===== src/rtl/seq_event_monitor_if.sv =====
// Record port of seq_event_monitor: valid/ready handshake carrying (count, gap).
// The monitor drives it through the master modport; the host/logger uses slave.
interface seq_event_monitor_if #(
  parameter int CNT_W = 8,
  parameter int GAP_W = 16
);
  logic             evt_valid;
  logic             evt_ready;
  logic [CNT_W-1:0] evt_count;
  logic [GAP_W-1:0] evt_gap;

  modport master (
    output evt_valid,
    output evt_count,
    output evt_gap,
    input  evt_ready
  );

  modport slave (
    input  evt_valid,
    input  evt_count,
    input  evt_gap,
    output evt_ready
  );
endinterface


===== src/rtl/seq_event_monitor.sv =====
// Counts seq_detected pulses, measures inter-detection gaps and presents each as a record.
// Optional detection timeout is compiled in when SEQ_MON_TIMEOUT_EN is defined.
module seq_event_monitor #(
  parameter int CNT_W   = 8,
  parameter int GAP_W   = 16,
  parameter int MAX_GAP = 100
) (
  input  logic clk,
  input  logic rst_n,
  input  logic seq_detected,
  input  logic clr,
  seq_event_monitor_if.master evt,
  output logic ovf,
  output logic timeout
);

  // MAX_GAP must stay below the saturation value or the compare could never fire.
  if (MAX_GAP >= (2 ** GAP_W) - 1) begin : g_bad_max_gap
    $error("seq_event_monitor: MAX_GAP must be < 2^GAP_W - 1");
  end

`ifdef SEQ_MON_TIMEOUT_EN
  typedef enum logic [1:0] {S_IDLE, S_ARMED, S_TIMEOUT} state_e;
  localparam logic [GAP_W-1:0] GAP_LIMIT = GAP_W'(MAX_GAP);
`else
  typedef enum logic [0:0] {S_IDLE, S_ARMED} state_e;
`endif

  localparam logic [CNT_W-1:0] CNT_MAX = '1;
  localparam logic [GAP_W-1:0] GAP_MAX = '1;

  state_e           state_q, state_d;
  logic [CNT_W-1:0] cnt_q, cnt_d;
  logic [GAP_W-1:0] gap_q, gap_d;
  logic [CNT_W-1:0] rec_cnt_q, rec_cnt_d;
  logic [GAP_W-1:0] rec_gap_q, rec_gap_d;
  logic             valid_q, valid_d;
  logic             ovf_q, ovf_d;

  logic [CNT_W-1:0] cnt_inc;
  logic [GAP_W-1:0] gap_now;

  always_ff @(posedge clk) begin
    if (!rst_n || clr) begin
      state_q   <= S_IDLE;
      cnt_q     <= '0;
      gap_q     <= '0;
      rec_cnt_q <= '0;
      rec_gap_q <= '0;
      valid_q   <= 1'b0;
      ovf_q     <= 1'b0;
    end else begin
      state_q   <= state_d;
      cnt_q     <= cnt_d;
      gap_q     <= gap_d;
      rec_cnt_q <= rec_cnt_d;
      rec_gap_q <= rec_gap_d;
      valid_q   <= valid_d;
      ovf_q     <= ovf_d;
    end
  end

  always_comb begin
    state_d   = state_q;
    cnt_d     = cnt_q;
    gap_d     = gap_q;
    rec_cnt_d = rec_cnt_q;
    rec_gap_d = rec_gap_q;
    valid_d   = valid_q;
    ovf_d     = ovf_q;

    cnt_inc = (cnt_q == CNT_MAX) ? cnt_q : cnt_q + 1'b1;
    // The first detection after reset/clr has no predecessor, so its gap is 0.
    gap_now = (state_q == S_IDLE) ? '0 : gap_q;

    if (valid_q && evt.evt_ready) begin
      valid_d = 1'b0;
    end

    if (seq_detected) begin
      cnt_d   = cnt_inc;
      gap_d   = GAP_W'(1);
      state_d = S_ARMED;
      // Oldest record wins: a detection that finds the holder busy is dropped.
      if (!valid_q || evt.evt_ready) begin
        valid_d   = 1'b1;
        rec_cnt_d = cnt_inc;
        rec_gap_d = gap_now;
      end else begin
        ovf_d = 1'b1;
      end
    end else if (state_q != S_IDLE) begin
      if (gap_q != GAP_MAX) begin
        gap_d = gap_q + 1'b1;
      end
`ifdef SEQ_MON_TIMEOUT_EN
      if (state_q == S_ARMED && gap_q == GAP_LIMIT) begin
        state_d = S_TIMEOUT;
      end
`endif
    end
  end

  assign evt.evt_valid = valid_q;
  assign evt.evt_count = rec_cnt_q;
  assign evt.evt_gap   = rec_gap_q;
  assign ovf           = ovf_q;

`ifdef SEQ_MON_TIMEOUT_EN
  assign timeout = (state_q == S_TIMEOUT);
`else
  assign timeout = 1'b0;
`endif

endmodule


===== src/flat_wrapper.sv =====
// flat-port wrapper written by rule: the top's interface ports become plain ports
module seq_event_monitor_flat 
#(
  parameter int CNT_W   = 8,
  parameter int GAP_W   = 16,
  parameter int MAX_GAP = 100
)
  (clk, rst_n, seq_detected, clr, ovf, timeout, evt_evt_valid, evt_evt_count, evt_evt_gap, evt_evt_ready);
  seq_event_monitor_if #(.CNT_W(CNT_W), .GAP_W(GAP_W)) evt_i ();
  input  logic clk;
  input  logic rst_n;
  input  logic seq_detected;
  input  logic clr;
  output logic ovf;
  output logic timeout;
  output wire logic [$bits(evt_i.evt_valid)-1:0] evt_evt_valid;
  output wire logic [$bits(evt_i.evt_count)-1:0] evt_evt_count;
  output wire logic [$bits(evt_i.evt_gap)-1:0] evt_evt_gap;
  input wire logic [$bits(evt_i.evt_ready)-1:0] evt_evt_ready;
  assign evt_evt_valid = evt_i.evt_valid;
  assign evt_evt_count = evt_i.evt_count;
  assign evt_evt_gap = evt_i.evt_gap;
  assign evt_i.evt_ready = evt_evt_ready;
  seq_event_monitor #(.CNT_W(CNT_W), .GAP_W(GAP_W), .MAX_GAP(MAX_GAP)) u_core (.clk(clk), .rst_n(rst_n), .seq_detected(seq_detected), .clr(clr), .evt(evt_i), .ovf(ovf), .timeout(timeout));
endmodule

===== config.mk =====
export PLATFORM = sky130hd
export DESIGN_NAME = seq_event_monitor_flat
export DESIGN_NICKNAME = d
export VERILOG_FILES = /design/src/rtl/seq_event_monitor_if.sv /design/src/rtl/seq_event_monitor.sv /design/src/flat_wrapper.sv
export SDC_FILE = /design/constraint.sdc
export NUM_CORES = 1
export LEC_CHECK = 0
export CORE_MARGIN = 2
export CORE_UTILIZATION = 40
export CTS_CLUSTER_SIZE = 8
export DETAILED_ROUTE_END_ITERATION = 8
export PLACE_DENSITY_LB_ADDON = 0.15
export SLEW_MARGIN = 20
export SYNTH_ARGS = -nofsm -noshare
export SYNTH_HDL_FRONTEND = slang
export SYNTH_SLANG_ARGS = --single-unit

===== constraint.sdc =====
create_clock -name clk -period 2.3 [get_ports clk]
set_clock_uncertainty 0.2 [all_clocks]
set_input_delay 0.46 -clock clk [delete_from_list [all_inputs] [get_ports clk]]
set_output_delay 0.46 -clock clk [all_outputs]
set_load 0.05 [all_outputs]

Word level (Yosys, flattened, before mapping) --
Cells that the tools add are included.
Operators by class: add/sub/neg operators 2, equality and inequality tests 2, mux-type cells 8, bitwise logic cells 1, reduce and logical (&&, ||, !) cells 12
Operators with widths (number):
- $add 16x1->16 const B | 1
- $mux 16 | 1
- $ne 16x16->1 const B | 1
- $add 8x1->8 const B | 1
- $eq 8x8->1 const B | 1
- $mux 8 | 1
- $reduce_and 2->1 | 4
- $mux 1 | 6
- $reduce_bool 2->1 | 2
- $logic_not 1->1 | 2
- $logic_or 1x1->1 | 2
- $reduce_or 2->1 | 1
- $logic_and 1x1->1 | 1
- $not 1->1 | 1
Word-level totals: register bits 51, input bits 5, output and inout bits 27, logic and storage cells 33

Longest topological paths before layout --
Gate-level depths: netlist of the first run.
depth in word-level cells 4, depth in mapped cells 6, depth with buffers taken out 5

Worst setup path before layout of the first run --
OpenSTA, ideal clock, no wires.
path kind reg2reg, start reg u_core.gap_q[0], end reg u_core.gap_q[14], setup time 0.116 ns, data arrival time 1.773 ns, setup slack 0.211 ns, cell stages (with the launch flop) 6, buffers on the path 0, clock period less this slack 2.089 ns, path through dfxtp_1 > ha_1 > nand4_1 > or4_1 > or4b_1 > o211a_1
On the way: word-level cells in the longest chain between the ends 2
Ends and longest elaborated chain:
- from (decl) | RTL line seq_event_monitor.sv:34 | logic [GAP_W-1:0] gap_q, gap_d;
- from (signal assigned) | RTL line seq_event_monitor.sv:55 | gap_q <= gap_d;
- branches (longest 2 deep; another with $add 16x1->16)
Several ways; the timed one is not identified. A chain may end at the register's enable or synchronous reset.

Final worst setup path of the first run --
start reg u_core.gap_q[7], end reg u_core.gap_q[11]
Same word-level chain as after synthesis.

==> insert_results.sql, run 1 <==
INSERT INTO impl_metrics (metric_group, metric, value, unit) VALUES
('synthesis', 'yosys_warnings', '0', ''),
('sta', 'tightestPinTransition', '0.5140', 'ns'),
('synthesis', 'synth-main-ff-cell', 'dfxtp_1', ''),
('placed_design', 'place_congestion', '0.7908', ''),
('grt', 'grt_max_degree', '18', ''),
('floorplan', 'dieArea', '6144', 'µm²'),
('run_status', 'result_of_the_run', 'finished clean', ''),
('setup_path', 'crit_path_class', 'register to register', ''),
('synthesis', 'netlist-cell-type-count', '46', ''),
('synthesis', 'synth_top_cell_area_share', '0.4613', ''),
('placed_design', 'detailed_placer_s_ending_hpwl', '3628', 'µm'),
('setup_path', 'cp.arrival', '2.17', 'ns'),
('sta', 'timing.final.setup_violations', '0', ''),
('setup_path', 'worstPathRequired', '2.33', 'ns'),
('drt', 'route.antenna.remaining_nets', '0', ''),
('synthesis', 'synthesized_cell_area', '2213', 'µm²'),
('floorplan', 'floorplan.io_pins', '32', ''),
('drt', 'drtIter0Drc', '81', ''),
('clock_tree', 'root_buffer', 'clkbuf_8', ''),
('power', 'p_int', '1.360', 'mW'),
('synthesis', 'syn_nets', '260', ''),
('job', 'drv.max_cap_violation_count', '0', ''),
('clock_tree', 'cts_htree_levels', '2', ''),
('floorplan', 'floorplan_die_height', '78.39', 'µm'),
('sta', 'final_cycle_share', '0.9322', ''),
('hold_path', 'hp-class', 'register to register', ''),
('synthesis', 'netlist_instances', '253', ''),
('drt', 'detailedRoute.firstPassIterationCount', '4', ''),
('clock_tree', 'number_of_buffers_inserted_by_hold_repair_at_cts', '0', ''),
('sta', 'timing.final.max_slew_violations', '0', ''),
('power', 'p_comb_frac', '0.055', ''),
('sta', 'worst_slack', '0.1558', 'ns'),
('placed_design', 'io_buffer_count', '30', ''),
('drt', 'vias', '1994', ''),
('clock_tree', 'cts_buffer_count', '5', ''),
('clock_tree', 'worst_case_clock_buffer_depth', '2', ''),
('layout', 'layout_cells_sized_above_1', '0.1300', ''),
('synthesis', 'post_synth.cell_area_avg', '8.749', 'µm²'),
('sta', 'fin_tns_setup', '0', 'ns'),
('drt', 'dr_vias_cell', '5.360', ''),
('power', 'total_switching_power', '0.3545', 'mW'),
('setup_path', 'crit_path_max_fanout', '8', ''),
('grt', 'number_of_antenna_violations_at_the_first_check_in_global_routing', '0', ''),
('setup_path', 'worstSetupEndpointType', 'register', ''),
('sta', 'fmax', '0.4664', 'GHz'),
('sta', 'max-slew-margin-rel', '0.6563', ''),
('layout', 'layout.cell_area.non_filler', '2873', 'µm²'),
('floorplan', 'floorplan.rows', '27', ''),
('placed_design', 'pre_cts_slack', '0.07031', 'ns'),
('setup_path', 'regToRegStartpoint', 'u_core.gap_q[7]', ''),
('power', 'part_of_the_total_power_dissipated_in_sequential_elements', '0.521', ''),
('clock_tree', 'numClockSinks', '51', ''),
('layout', 'layout_net_count', '306', ''),
('placed_design', 'dpl_cell_area', '2734', 'µm²'),
('power', 'clkPwrFrac', '0.424', ''),
('clock_tree', 'post_cts_buffers', '0', ''),
('power', 'switching_share_of_power', '0.2068', ''),
('synthesis', 'largest_area_contributor_in_the_synthesized_netlist', 'dfxtp_1', ''),
('sta', 'timing_hold_violations_final', '0', ''),
('drt', 'wire_per_inst', '13.65', 'µm'),
('sta', 'setup_repair_after_global_routing_missed_its_margin', 'false', ''),
('floorplan', 'design.core.area', '5439', 'µm²'),
('setup_path', 'worst_r2r_path_depth', '4', ''),
('synthesis', 'synth_async_sr_flop_share', '0', ''),
('grt', 'vias_in_the_first_global_route', '1767', ''),
('floorplan', 'initial_core_util', '0.4069', ''),
('hold_path', 'worstHoldPathCells', '2', ''),
('layout', 'areaGrowthSynthToFinish', '29.79', '%'),
('grt', 'grt_util_all_layers', '0.1768', ''),
('setup_path', 'crit_path_start', 'u_core.gap_q[7]', ''),
('drt', 'routed_wl', '5076', 'µm');
-- sequential cells by signal, summed over array words and instances, names as in the netlist --
signal and cells:
u_core.state_q 1, u_core.evt.evt_count 8, u_core.cnt_q 8, u_core.evt.evt_gap 16
u_core.gap_q 16, u_core.evt.evt_valid 1, u_core.ovf 1
-- cell type report --
class	instances	area, µm²
fillers	507	2566
clock buffers	6	72.57
repair buffers	54	493.0
flip-flops and latches	51	1021
multi-input cells	183	1121
clock inverters	2	60.06
inverters	4	15.01
well taps	72	90.09
-- critical path, stage by stage, from the launching register on --
cell     delay, ns
dfxtp_1       0.37
nand4_2       0.16
or4_1         0.68
or4_1         0.51
a21oi_1       0.15
-- layout by cell type (no fill, tap or decap), types with 2 or more instances in the layout --
cell type | netlist | routed
nand3_1 | 16 | 16
nor3_1 | 6 | 6
xor2_1 | 5 | 5
clkdlybuf4s50_1 | 0 | 30
and3_1 | 3 | 3
o211ai_1 | 7 | 7
nand2_1 | 22 | 22
nand4_1 | 7 | 7
nand2b_1 | 3 | 3
clkbuf_8 | 0 | 5
mux2i_1 | 7 | 7
a31oi_1 | 2 | 2
buf_4 | 1 | 23
nor2_1 | 19 | 19
or3_1 | 6 | 6
ha_1 | 2 | 2
bufinv_16 | 0 | 2
dfxtp_1 | 51 | 51
a22o_1 | 13 | 13
inv_1 | 4 | 4
or4_1 | 4 | 4
o21ai_0 | 17 | 17
and4_1 | 3 | 3
a21oi_1 | 19 | 19
-- power by group through the flow --
| stage | Combinational [mW] | Sequential (mW) | Clock (mW) |
|---|---|---|---|
| final | 0.0943 | 0.894 | 0.726 |
| after global routing | 0.103 | 0.895 | 0.780 |
| after CTS | 0.0955 | 0.894 | 0.753 |
| after detailed placement | 0.0951 | 0.915 | 0 |
| after global placement | 0.0942 | 0.914 | 0 |
| after floorplan | 0.0411 | 0.927 | 0 |
-- kinds of logic after synthesis --
family | share of synthesized area
AND/OR/NAND/NOR | 0.2414
buffers and inverters | 0.03504
multiplexers | 0.03166
adder cells (fa/ha/maj) | 0.01130
AO/OA/AOI/OAI | 0.1979
flip-flops | 0.4613
other | 0.001694
XOR/XNOR | 0.01978
-- cells in the mapped netlist (2+ instances only) --
library cell   n
or3_1          6
or4_1          4
xor2_1         5
a22o_1        13
and3_1         3
nand2_1       22
a31oi_1        2
nand2b_1       3
nor4_1         2
clkbuf_1      11
nor2_1        19
nand4_1        7
dfxtp_1       51
nor3_1         6
and4_1         3
mux2i_1        7
o211ai_1       7
inv_1          4
a21oi_1       19
nand3_1       16
o21ai_0       17
ha_1           2
-- final timing paths --
check | to | slack, ns
worst max-delay path | u_core.gap_q[11] | 0.16
worst min-delay path | u_core.evt.evt_gap[1] | 0.25
worst max register to register | u_core.gap_q[11] | 0.16
worst min register to register | u_core.evt.evt_gap[1] | 0.25
-- through the flow --
step                      std cells  total power, mW    util  hold WS [ns]
final                           372            1.714  0.5282        0.2527
after global routing            372            1.778  0.5282        0.2692
after CTS                       372            1.743  0.5270        0.2572
after detailed placement        364            1.010  0.5026        0.2445
after global placement          364            1.009  0.5026        0.2410
after floorplan                 253           0.9682       -        0.2776
-- layer usage --
layer  vias up  wire (µm)  global-route usage
li1       1030          -                   -
met1       919       2498              0.2390
met2        39       2341              0.2776
met3         6        167             0.03793
met4         0         69             0.06667
met5         -          0                   0
-- repair_timing --
| item | 4_1_cts | 5_1_grt |
|---|---|---|
| resized for setup | 0 | 1 |
| setup endpoints to repair | 0 | 1 |
| endpoints found under the hold margin | 0 | 0 |
(Power assumes the default switching activity.)
==> inputs of run 2 (changes only) <==
--- a/config.mk
+++ b/config.mk
@@ -6,7 +6,7 @@
 export NUM_CORES = 1
 export LEC_CHECK = 0
 export CORE_MARGIN = 2
-export CORE_UTILIZATION = 40
+export CORE_UTILIZATION = 50
 export CTS_CLUSTER_SIZE = 8
 export DETAILED_ROUTE_END_ITERATION = 8
 export PLACE_DENSITY_LB_ADDON = 0.15
@@ -14,3 +14,4 @@
 export SYNTH_ARGS = -nofsm -noshare
 export SYNTH_HDL_FRONTEND = slang
 export SYNTH_SLANG_ARGS = --single-unit
+export TNS_END_PERCENT = 100
==> run 2 against run 1 <==
Sequential share of layout area grew 1.5 points. Core utilization increased by 11 points. Flip-flop and latch count unchanged. Cell count is 6.7% lower. Combinational power shrank 7.3%. Worst hold slack better by 0.0023 ns. Global-route usage up 2.7 points. Final area down 4.0%. Critical endpoint is now u_core.gap_q[14]. Highest routed layer unchanged.
==> insert_results.sql, run 2 (synthesis results as in run 1) <==
INSERT INTO impl_metrics (metric_group, metric, value, unit) VALUES
('clock_tree', 'cts_buffer_count', '5', ''),
('clock_tree', 'tritoncts', 'built', ''),
('setup_path', 'crit_path_max_fanout', '6', ''),
('layout', 'layout_cells_sized_above_1', '0.1119', ''),
('layout', 'sequential_cell_area', '1021', 'µm²'),
('drt', 'route.antenna.remaining_nets', '0', ''),
('setup_path', 'ff2ff_setup_slack', '0.12', 'ns'),
('floorplan', 'floorplan_die_height', '70.54', 'µm'),
('power', 'p_int', '1.196', 'mW'),
('sta', 'timing.final.setup_violations', '0', ''),
('drt', 'detailedRoute.firstPassIterationCount', '4', ''),
('floorplan', 'floorplan.die.width', '70.54', 'µm'),
('run_status', 'result_of_the_run', 'finished clean', ''),
('drt', 'wl_met1', '2388', 'µm'),
('sta', 'tightestPinTransition', '0.6225', 'ns'),
('grt', 'vias_in_the_first_global_route', '1804', ''),
('power', 'powerDensity', '556.1', 'nW/µm²'),
('hold_path', 'worstHoldPathCells', '2', ''),
('floorplan', 'floorplan.rows', '24', ''),
('setup_path', 'crit_path_class', 'register to register', ''),
('grt', 'grt_util_all_layers', '0.2042', ''),
('setup_path', 'worst_r2r_path_depth', '5', ''),
('placed_design', 'detailed_placer_s_ending_hpwl', '3480', 'µm'),
('power', 'leakage_component_of_the_power', '0.9895', 'nW'),
('setup_path', 'regToRegEndpoint', 'u_core.gap_q[14]', ''),
('sta', 'setup_repair_after_global_routing_missed_its_margin', 'false', ''),
('clock_tree', 'worstSkewPairLatency', '0.30', 'ns'),
('hold_path', 'hold_path.startpoint', 'u_core.evt.evt_gap[2]', ''),
('drt', 'dr_vias_cell', '5.712', ''),
('floorplan', 'design.core.area', '4294', 'µm²'),
('setup_path', 'regToRegStartpoint', 'u_core.gap_q[0]', ''),
('power', 'peak_supply_drop', '0.3666', 'mV'),
('clock_tree', 'clk_pin_slew_worst_paths', '0.09', 'ns'),
('clock_tree', 'cts_htree_levels', '2', ''),
('job', 'drv.max_cap_violation_count', '0', ''),
('layout', 'antenna-diode-count', '0', ''),
('drt', 'vias', '1982', ''),
('power', 'part_of_the_total_power_dissipated_in_sequential_elements', '0.584', ''),
('layout', 'count_of_filler_cells_inserted_in_the_layout', '376', ''),
('grt', 'number_of_antenna_violations_at_the_first_check_in_global_routing', '0', ''),
('setup_path', 'cp.arrival', '2.18', 'ns'),
('grt', 'grt_max_degree', '15', ''),
('placed_design', 'numPlacedInstances', '339', ''),
('layout', 'layout_net_count', '301', ''),
('sta', 'fin_tns_setup', '0', 'ns'),
('hold_path', 'hp-class', 'register to register', ''),
('layout', 'layout_common_cells', '51 x dfxtp_1, 30 x clkdlybuf4s50_1, 22 x nand2_1', ''),
('power', 'p_comb_frac', '0.057', ''),
('layout', 'leading_cell_type_in_the_layout_fill_and_taps_excluded', 'dfxtp_1', ''),
('layout', 'layout.cell_area.non_filler', '2759', 'µm²'),
('drt', 'route.detailed.drc', '0', ''),
('power', 'clkPwrFrac', '0.359', ''),
('clock_tree', 'numClockSinks', '51', ''),
('drt', 'routed_wl', '4815', 'µm'),
('setup_path', 'worstPathRequired', '2.30', 'ns'),
('floorplan', 'floorplan.io_pins', '32', ''),
('grt', 'grt_first_pass_wirelength', '8204', 'µm'),
('clock_tree', 'number_of_buffers_inserted_by_hold_repair_at_cts', '0', ''),
('drt', 'wire_per_inst', '13.88', 'µm'),
('layout', 'multiInputGateArea', '1115', 'µm²'),
('clock_tree', 'worst_case_clock_buffer_depth', '2', ''),
('floorplan', 'dieArea', '4975', 'µm²'),
('drt', 'top_layer', 'met4', ''),
('layout', 'final_cell_count_no_fill', '347', ''),
('hold_path', 'timing.hold.worst_endpoint', 'u_core.evt.evt_gap[2]', ''),
('placed_design', 'dpl_cell_area', '2659', 'µm²'),
('placed_design', 'io_buffer_count', '30', ''),
('layout', 'areaGrowthSynthToFinish', '24.65', '%'),
('clock_tree', 'root_buffer', 'clkbuf_8', ''),
('setup_path', 'worstSetupEndpointType', 'register', ''),
('sta', 'finalWorstPathRequiredPeriod', '2.183', 'ns'),
('sta', 'finalHoldWorstSlack', '0.2550', 'ns'),
('drt', 'drtIter0Drc', '127', ''),
('sta', 'fmax', '0.4581', 'GHz'),
('power', 'total_switching_power', '0.3387', 'mW'),
('sta', 'max-slew-margin-rel', '0.5812', ''),
('floorplan', 'initial_core_util', '0.5154', ''),
('power', 'switching_share_of_power', '0.2208', ''),
('drt', 'route.met3.wl', '207', 'µm'),
('clock_tree', 'post_cts.resized_instances', '0', ''),
('setup_path', 'setup.worst_path.start_class', 'register', ''),
('drt', 'met2_wirelength', '2166', 'µm'),
('sta', 'timing_hold_violations_final', '0', ''),
('placed_design', 'place_congestion', '0.8655', ''),
('clock_tree', 'post_cts_buffers', '0', ''),
('sta', 'timing.final.max_slew_violations', '0', ''),
('grt', 'grt_remaining_overflow', '0', ''),
('layout', 'fin_util', '0.6425', ''),
('sta', 'final_cycle_share', '0.9491', '');
## run 2: cell types whose count changed in the layout (fill, tap and decap cells not counted)
cell       delta
buf_12        -1
clkbuf_8      +2
buf_4         -4
bufinv_16     -2
nor4_1        +1
nor4_2        -1
## run 2: critical path, stage by stage (launching register included)
cell     delay [ns]
dfxtp_1        0.41
ha_1           0.22
nand4_1        0.14
or4_1          0.50
or4b_1         0.48
o211a_1        0.13
## run 2: stage by stage
| stage | power, mW | worst slack (ns) |
|---|---|---|
| floorplan | 0.9682 | 0.2107 |
| global placement | 1.003 | 0.09765 |
| detailed placement | 1.004 | 0.09748 |
| CTS | 1.553 | 0.1136 |
| global route | 1.590 | 0.006698 |
| finish | 1.534 | 0.1170 |
## run 2: worst max path at each step
stage | from | to | cells after the start
final | u_core.gap_q[0] | u_core.gap_q[14] | 5
after global placement | rst_n | u_core.gap_q[5] | 5
after CTS | u_core.gap_q[0] | u_core.gap_q[14] | 5
after global routing | u_core.state_q | u_core.gap_q[11] | 4
after detailed placement | rst_n | u_core.gap_q[5] | 5
after floorplan | u_core.gap_q[0] | u_core.gap_q[14] | 5
## run 2: per-layer routing
metal  global-route usage  vias to the layer above
met5                    0                        -
met4              0.07338                        0
met3              0.04274                        5
met2               0.3166                       47
met1               0.2839                      913
li1                     -                     1017
## run 2: power groups by stage
| stage | clock network (mW) | registers [mW] | logic (mW) |
|---|---|---|---|
| 6_report | 0.551 | 0.896 | 0.0874 |
| 2_1_floorplan | 0 | 0.927 | 0.0411 |
| 3_5_place_dp | 0 | 0.917 | 0.0868 |
| 3_3_place_gp | 0 | 0.916 | 0.0868 |
| 4_1_cts | 0.570 | 0.896 | 0.0874 |
| 5_1_grt | 0.598 | 0.898 | 0.0944 |
## run 2: final cells by class
cell class	instances	share of cell area
Tap cell	52	0.02358
Sequential cell	51	0.3701
Inverter	4	0.005442
Multi-Input combinational cell	183	0.4041
Clock buffer	8	0.03628
Timing Repair Buffer	49	0.1605
==> inputs of run 3 (changes only) <==
--- a/config.mk
+++ b/config.mk
@@ -5,11 +5,11 @@
 export SDC_FILE = /design/constraint.sdc
 export NUM_CORES = 1
 export LEC_CHECK = 0
-export CORE_MARGIN = 2
+export CORE_MARGIN = 1
 export CORE_UTILIZATION = 50
 export CTS_CLUSTER_SIZE = 8
 export DETAILED_ROUTE_END_ITERATION = 8
-export PLACE_DENSITY_LB_ADDON = 0.15
+export PLACE_DENSITY_LB_ADDON = 0.2
 export SLEW_MARGIN = 20
 export SYNTH_ARGS = -nofsm -noshare
 export SYNTH_HDL_FRONTEND = slang
==> run 3 against run 2 <==
First-iteration DRC count decreased by 32%. Final area about the same. Combinational power increased by 1%. Global-route usage increased by 2.5 points. Die area decreased by 5.6%. Critical endpoint unchanged. Critical path depth unchanged. Core utilization increased by 2.9 points. Register-to-register slack about the same. Sequential power about the same. Critical path type unchanged.
==> insert_results.sql, run 3 (synthesis results as in run 1) <==
INSERT INTO impl_metrics (metric_group, metric, value, unit) VALUES
('placed_design', 'place_congestion', '0.8325', ''),
('hold_path', 'hold_path.startpoint', 'u_core.evt.evt_gap[1]', ''),
('clock_tree', 'post_cts_buffers', '0', ''),
('floorplan', 'dieArea', '4697', 'µm²'),
('hold_path', 'hp-class', 'register to register', ''),
('floorplan', 'floorplan.die.width', '68.54', 'µm'),
('setup_path', 'setup.worst_path.start_class', 'register', ''),
('job', 'drv.max_cap_violation_count', '0', ''),
('drt', 'route.detailed.drc', '0', ''),
('sta', 'finalWorstPathRequiredPeriod', '2.175', 'ns'),
('power', 'p_comb_frac', '0.055', ''),
('layout', 'antenna-diode-count', '0', ''),
('clock_tree', 'worstSkewPairLatency', '0.31', 'ns'),
('clock_tree', 'cts_htree_levels', '2', ''),
('clock_tree', 'root_buffer', 'clkbuf_8', ''),
('setup_path', 'regToRegStartpoint', 'u_core.gap_q[0]', ''),
('drt', 'routed_wl', '4770', 'µm'),
('drt', 'drtIter0Drc', '86', ''),
('power', 'p_int', '1.246', 'mW'),
('grt', 'grt_remaining_overflow', '0', ''),
('power', 'peak_supply_drop', '0.3985', 'mV'),
('layout', 'layout_common_cells', '51 x dfxtp_1, 30 x clkdlybuf4s50_1, 22 x nand2_1', ''),
('layout', 'layout_cells_sized_above_1', '0.1122', ''),
('sta', 'setup_repair_after_global_routing_missed_its_margin', 'false', ''),
('hold_path', 'timing.hold.worst_endpoint', 'u_core.evt.evt_gap[1]', ''),
('setup_path', 'ff2ff_setup_slack', '0.12', 'ns'),
('setup_path', 'worst_r2r_path_depth', '5', ''),
('placed_design', 'io_buffer_count', '30', ''),
('floorplan', 'floorplan.rows', '23', ''),
('sta', 'timing.final.max_slew_violations', '0', ''),
('layout', 'layout_net_count', '300', ''),
('clock_tree', 'cts_buffer_count', '5', ''),
('drt', 'wire_per_inst', '13.87', 'µm'),
('drt', 'dr_vias_cell', '5.741', ''),
('power', 'part_of_the_total_power_dissipated_in_sequential_elements', '0.557', ''),
('sta', 'final_cycle_share', '0.9458', ''),
('grt', 'vias_in_the_first_global_route', '1784', ''),
('drt', 'detailedRoute.firstPassIterationCount', '4', ''),
('clock_tree', 'post_cts.resized_instances', '0', ''),
('grt', 'grt_first_pass_wirelength', '7872', 'µm'),
('sta', 'fmax', '0.4597', 'GHz'),
('sta', 'max-slew-margin-rel', '0.6649', ''),
('floorplan', 'floorplan_die_height', '68.54', 'µm'),
('layout', 'areaGrowthSynthToFinish', '24.76', '%'),
('setup_path', 'crit_path_max_fanout', '6', ''),
('power', 'powerDensity', '582.5', 'nW/µm²'),
('setup_path', 'crit_path_class', 'register to register', ''),
('power', 'clkPwrFrac', '0.388', ''),
('setup_path', 'cp.arrival', '2.19', 'ns'),
('grt', 'number_of_antenna_violations_at_the_first_check_in_global_routing', '0', ''),
('placed_design', 'pre_cts_slack', '0.04907', 'ns'),
('sta', 'fin_tns_setup', '0', 'ns'),
('run_status', 'result_of_the_run', 'finished clean', ''),
('layout', 'leading_cell_type_in_the_layout_fill_and_taps_excluded', 'dfxtp_1', ''),
('drt', 'vias', '1975', ''),
('sta', 'tightestPinTransition', '0.5011', 'ns'),
('sta', 'worst_slack', '0.1247', 'ns'),
('floorplan', 'initial_core_util', '0.5379', ''),
('power', 'total_switching_power', '0.3626', 'mW'),
('clock_tree', 'worst_case_clock_buffer_depth', '2', ''),
('clock_tree', 'numClockSinks', '51', ''),
('clock_tree', 'tritoncts', 'built', ''),
('sta', 'timing.final.setup_violations', '0', ''),
('setup_path', 'worstSetupEndpointType', 'register', ''),
('grt', 'grt_util_all_layers', '0.2295', ''),
('grt', 'grt_max_degree', '17', ''),
('sta', 'timing_hold_violations_final', '0', ''),
('power', 'leakage_component_of_the_power', '0.9910', 'nW'),
('clock_tree', 'clk_pin_slew_worst_paths', '0.09', 'ns'),
('placed_design', 'detailed_placer_s_ending_hpwl', '3445', 'µm'),
('floorplan', 'floorplan.io_pins', '32', ''),
('setup_path', 'regToRegEndpoint', 'u_core.gap_q[14]', ''),
('hold_path', 'worstHoldPathCells', '2', ''),
('power', 'switching_share_of_power', '0.2255', ''),
('drt', 'route.antenna.remaining_nets', '0', ''),
('clock_tree', 'number_of_buffers_inserted_by_hold_repair_at_cts', '0', ''),
('setup_path', 'worstPathRequired', '2.31', 'ns'),
('floorplan', 'design.core.area', '4115', 'µm²');
[run 3: worst max-delay path by stage]
stage | cells after the start | from | end | slack (ns)
after floorplan | 5 | u_core.gap_q[0] | u_core.gap_q[14] | 0.21
after global placement | 5 | rst_n | u_core.gap_q[5] | 0.10
after detailed placement | 5 | rst_n | u_core.gap_q[5] | 0.05
after CTS | 5 | u_core.gap_q[0] | u_core.gap_q[14] | 0.14
after global routing | 4 | u_core.gap_q[2] | u_core.gap_q[11] | 0.0005
final | 5 | u_core.gap_q[0] | u_core.gap_q[14] | 0.12
[run 3: cell type report]
class,instances,area [µm²]
clock buffer,5,68.82
fill,352,1354
tap,50,62.56
inverter,4,15.01
timing repair buffer,48,435.4
multi-input combinational,183,1115
clock inverter,3,43.79
sequential,51,1021
[run 3: critical path, cell delays in order, from the launching register on]
cell	delay [ns]
dfxtp_1	0.42
ha_1	0.20
nand4_1	0.15
or4_1	0.50
or4b_1	0.48
o211a_1	0.13
[run 3: per-stage QoR]
stage / area, µm² / power [mW] / hold WS, ns / std cells / util
finish: 2761 / 1.608 / 0.2552 / 344 / 0.6710
CTS: 2761 / 1.621 / 0.2565 / 344 / 0.6710
global route: 2761 / 1.658 / 0.2916 / 344 / 0.6710
floorplan: 2213 / 0.9682 / 0.2776 / 253 / -
detailed placement: 2649 / 1.005 / 0.2434 / 336 / 0.6437
global placement: 2649 / 1.003 / 0.2376 / 336 / 0.6437
[run 3: power groups by stage]
stage / clock [mW] / combinational, mW / sequential (mW)
finish: 0.624 / 0.0883 / 0.896
global route: 0.665 / 0.0960 / 0.897
CTS: 0.636 / 0.0890 / 0.896
detailed placement: 0 / 0.0883 / 0.917
global placement: 0 / 0.0868 / 0.916
floorplan: 0 / 0.0411 / 0.927
[run 3: per-layer routing]
metal	up-vias	GRT usage	part of all wire
li1	1010	-	-
met3	8	0.03947	0.026
met5	-	0	0
met2	34	0.3640	0.46
met1	923	0.2966	0.49
met4	0	0.1198	0.021
